==> src/rtl/uart_tx_frame.sv <==
// UART transmit framer/serializer: start bit, WIDTH data bits LSB-first,
// optional parity bit, stop bit(s). Each bit is held for a latched prescale.
// Build option: define UART_TX_TWO_STOP_EN for a second stop bit (STOP2).
module uart_tx_frame #(
  parameter int unsigned WIDTH = 8
) (
  input  logic             clk,
  input  logic             reset_n,
  input  logic [WIDTH-1:0] data_in,
  input  logic             data_valid_in,
  input  logic             par_en_in,
  input  logic             par_bit_in,
  input  logic [5:0]       prescale_in,
  output logic             tx_out,
  output logic             busy_out
);

  localparam int unsigned IDX_W = $clog2(WIDTH + 1);
  localparam int unsigned PRE_W = 6;

  typedef enum logic [2:0] {
    S_IDLE,
    S_START,
    S_DATA,
    S_PARITY,
    S_STOP
`ifdef UART_TX_TWO_STOP_EN
    , S_STOP2
`endif
  } state_t;

  state_t             state;
  logic [WIDTH-1:0]   shift_reg;
  logic [WIDTH-1:0]   shift_nxt;
  logic [IDX_W-1:0]   bit_idx;
  logic [PRE_W-1:0]   cnt;
  logic [PRE_W-1:0]   prescale_q;
  logic               par_en_q;
  logic               bit_end;

  // Next shift-register contents and end-of-bit strobe.
  assign shift_nxt = shift_reg >> 1;
  assign bit_end   = (cnt == PRE_W'(prescale_q - PRE_W'(1)));

  // Frame FSM with registered line and busy outputs.
  always_ff @(posedge clk or negedge reset_n) begin
    if (!reset_n) begin
      state      <= S_IDLE;
      shift_reg  <= '0;
      bit_idx    <= '0;
      cnt        <= '0;
      prescale_q <= '0;
      par_en_q   <= 1'b0;
      tx_out     <= 1'b1;
      busy_out   <= 1'b0;
    end else begin
      if (state != S_IDLE) begin
        if (bit_end) cnt <= '0;
        else         cnt <= cnt + PRE_W'(1);
      end

      case (state)
        S_IDLE: begin
          cnt <= '0;
          if (data_valid_in) begin
            shift_reg  <= data_in;
            par_en_q   <= par_en_in;
            prescale_q <= (prescale_in == '0) ? PRE_W'(1) : prescale_in;
            bit_idx    <= '0;
            tx_out     <= 1'b0;
            busy_out   <= 1'b1;
            state      <= S_START;
          end
        end

        S_START: begin
          if (bit_end) begin
            tx_out <= shift_reg[0];
            state  <= S_DATA;
          end
        end

        S_DATA: begin
          if (bit_end) begin
            bit_idx <= bit_idx + IDX_W'(1);
            if (bit_idx == IDX_W'(WIDTH - 1)) begin
              if (par_en_q) begin
                tx_out <= par_bit_in;
                state  <= S_PARITY;
              end else begin
                tx_out <= 1'b1;
                state  <= S_STOP;
              end
            end else begin
              shift_reg <= shift_nxt;
              tx_out    <= shift_nxt[0];
            end
          end
        end

        S_PARITY: begin
          if (bit_end) begin
            tx_out <= 1'b1;
            state  <= S_STOP;
          end
        end

        S_STOP: begin
          if (bit_end) begin
`ifdef UART_TX_TWO_STOP_EN
            state    <= S_STOP2;
`else
            busy_out <= 1'b0;
            state    <= S_IDLE;
`endif
          end
        end

`ifdef UART_TX_TWO_STOP_EN
        S_STOP2: begin
          if (bit_end) begin
            busy_out <= 1'b0;
            state    <= S_IDLE;
          end
        end
`endif

        default: begin
          tx_out   <= 1'b1;
          busy_out <= 1'b0;
          state    <= S_IDLE;
        end
      endcase
    end
  end

endmodule

==> config.mk <==
export PLATFORM = sky130hd
export DESIGN_NAME = uart_tx_frame
export DESIGN_NICKNAME = d
export VERILOG_FILES = /design/src/rtl/uart_tx_frame.sv
export SDC_FILE = /design/constraint.sdc
export NUM_CORES = 1
export LEC_CHECK = 0
export ABC_AREA = 1
export CORE_MARGIN = 3
export CORE_UTILIZATION = 43
export CTS_CLUSTER_DIAMETER = 30
export CTS_CLUSTER_SIZE = 25
export DETAILED_ROUTE_END_ITERATION = 12
export DONT_BUFFER_PORTS = 1
export PLACE_DENSITY = 0.56
export SYNTH_ARGS = -nofsm -noshare
export SYNTH_HDL_FRONTEND = slang
export SYNTH_SLANG_ARGS = --single-unit
==> constraint.sdc <==
create_clock -name clk -period 3.02 [get_ports clk]
set_input_delay 0.604 -clock clk [delete_from_list [all_inputs] [get_ports clk]]
set_output_delay 0.604 -clock clk [all_outputs]
set_load 0.02 [all_outputs]
==> results.txt <==
Tot GR Track Use: 0.169
Clock Latency Late Sink: 0.28 ns
post-CTS setup buffers: 0
fin crit share: 0.679
worst hold path type: input port to asynchronous set/reset pin
clk sinks: 30
largest net degree at the start of global routing: 31
fmax: 0.488 GHz
Slew HR: 0.629
top-area cell type share of the netlist area: 0.402
port buffer count: 0
max_cap viols: 0
start point of the critical path: prescale_q[0]$_DFFE_PN0P_
Post-DP HPWL: 2.72 mm
Antenna diodes: 0
Synth Register Bits: 30
Max Slew Vio Count: 0
Finish-stage setup viols: 0
CTS root buf: clkbuf_8
most numerous cell in the Yosys netlist: nand2_1
global-route wire length before repair: 6.73 mm
simple-gate area share of the yosys netlist: 0.347
most used flip-flop cell after synthesis: dfrtp_1
post-synthesis mux area share: 0
Pre-antenna DRT Iters: 4
worst flop-to-flop path endpoint: shift_reg[7]$_DFFE_PN0P_
complex-gate fraction of the synthesized area: 0.0950
Critical Path Sink: shift_reg[7]$_DFFE_PN0P_
Worst Path Arrival: 2.22 ns
CTS buffer count: 5
R2R setup slack: 0.97 ns
Clock transition at path regs: 0.06 ns
routability-driven placement congestion ratio: 0.777
Worst Path Required: 3.19 ns
wire per inst: 12.3 um
Final Non-Filler Cells: 302
core outline area: 3850 um^2
EDFF count, synth: 0
setup TNS: 0 ns
hold_ws: 0.134 ns
final hold viol count: 0
Syn Area/Cell: 7.25 um^2
highest net fanout along the worst path: 15
R2R depth: 13
sequential area share after synthesis: 0.417
pwr dens: 1050 nW/um^2
dpl cells: 293
synth unique cells: 29
DRT antenna net count: 0
Worst Slack Setup Final: 0.969 ns
Max Buffers Root-to-Sink: 2
Peak VDD IR: 0.521 mV
Largest register FFs: 8
Synth Area in XOR/XNOR: 0.0194
Die Span Y: 70.8 um
largest family of logic cells by synthesized area: simple AND/OR/NAND/NOR gates
largest area contributor in the netlist: dfrtp_1
Top Ports: 21
Mapped Cells: 249
Gates resized, CTS repair: 0
vias in the first global route: 1387
drc violations: 0
Critical Path Start Type: flip-flop
top cells by count, synth: nand2_1, inv_1, dfrtp_1, nand3_1, nor2_1
Synthesized Nets: 271
nets: 275
die area: 5010 um^2
CP endpoint kind: flip-flop
WS Path Type: flip-flop to flip-flop
routed vias: 1435
Worst Tran Pin Value: 0.555 ns
clock skew: 0.00356 ns
Detailed Route Iter0 Violations: 82
cts hold-fix bufs: 0
antenna violations before repair: 0
synth top area cells: dfrtp_1, nand2_1, inv_1, nand3_1, o21ai_0
Async SR Flop Fraction: 1.00
Synth Area in Adders: 0.0208
vias per inst: 4.75
area grow syn2layout: 7.49%
minimum clock period: 2.05 ns
P_leak: 1.04 nW
WL final: 3.72 mm
global route overflow: 0
htree depth: 2
Synthesis Warnings: 0
synthesized area: 1800 um^2
cell row count: 22
status: finished, final reports clean
die width: 70.8 um
fraction of layout cells with a size suffix above 1: 0.0827
CTS tree: done
reg2reg start: prescale_q[0]$_DFFE_PN0P_
RSZ-0062 raised after global routing: false
pre-CTS WS: 0.951 ns
Initial Utilization: 0.468
[placed cells by master (no fill, tap or decap), drive strengths merged, types with 2 or more instances in the layout]
cell type,netlist,layout
nand2,89,89
inv,39,39
dfrtp,29,29
nor2,25,25
nand3,22,22
o21ai,21,21
clkbuf,3,7
a21oi,4,4
xor2,3,3
ha,3,3
nand4,2,2
a22oi,2,2
[worst min path at each step]
| stage | from | endpoint | slack [ns] | cells after the start |
|---|---|---|---|---|
| floorplan | reset_n | bit_idx[0]$_DFFE_PN0P_ | 0.31 | 0 |
| global placement | reset_n | prescale_q[0]$_DFFE_PN0P_ | 0.31 | 0 |
| detailed placement | reset_n | cnt[1]$_DFF_PN0_ | 0.31 | 0 |
| CTS | reset_n | shift_reg[3]$_DFFE_PN0P_ | 0.0004 | 0 |
| global route | reset_n | shift_reg[3]$_DFFE_PN0P_ | 0.13 | 1 |
| finish | reset_n | prescale_q[0]$_DFFE_PN0P_ | 0.13 | 1 |
[layer usage]
metal  vias to the layer above  GRT usage  wire length [um]
li1                        784          -                 -
met1                       620      0.250              1960
met2                        27      0.228              1510
met3                         4     0.0639               209
met4                         0     0.0501                37
met5                         -          0                 0
[critical path, cell delays in order, from the launching register on]
cell and delay, ns:
dfrtp_1 0.37, inv_1 0.18, ha_1 0.25, inv_1 0.07, nand2_1 0.06, nand3_1 0.06, nand2_1 0.07, nand2_1 0.06
nor2_2 0.15, nand3_4 0.21, nand2_1 0.17, nand3b_4 0.14, nand2_1 0.08, o21ai_1 0.07
[metrics by stage]
| stage | instance area (um^2) | power, mW | util |
|---|---|---|---|
| after global placement | 1830 | 1.70 | 0.474 |
| after global routing | 1940 | 2.27 | 0.503 |
| final | 1940 | 2.04 | 0.503 |
| after detailed placement | 1830 | 1.70 | 0.474 |
| after floorplan | 1800 | 1.52 | - |
| after CTS | 1920 | 2.05 | 0.498 |
[area by class of cell]
type,count,area [um^2]
fillers,404,1910
multi-input cells,176,870
flip-flops and latches,30,752
inverters,39,146
clock buffers,7,86.3
well taps,48,60.1
repair buffers,1,20.0
clock inverters,1,5.00
[where the power goes]
part | switching [mW] | internal, mW
Clock | 0.149 | 0.183
Sequential | 0.148 | 0.572
Combinational | 0.650 | 0.335
Total | 0.947 | 1.09
[logic make-up (layout without fill, tap and decap cells)]
family	after synthesis	after routing
buffers and inverters	43	48
AOI/OAI and AO/OA	29	29
and+or+nand+nor	140	140
xor gates and xnor gates	4	4
DFF	30	30
adders and majority gates	3	3
Power figures use the tool's default switching activity.
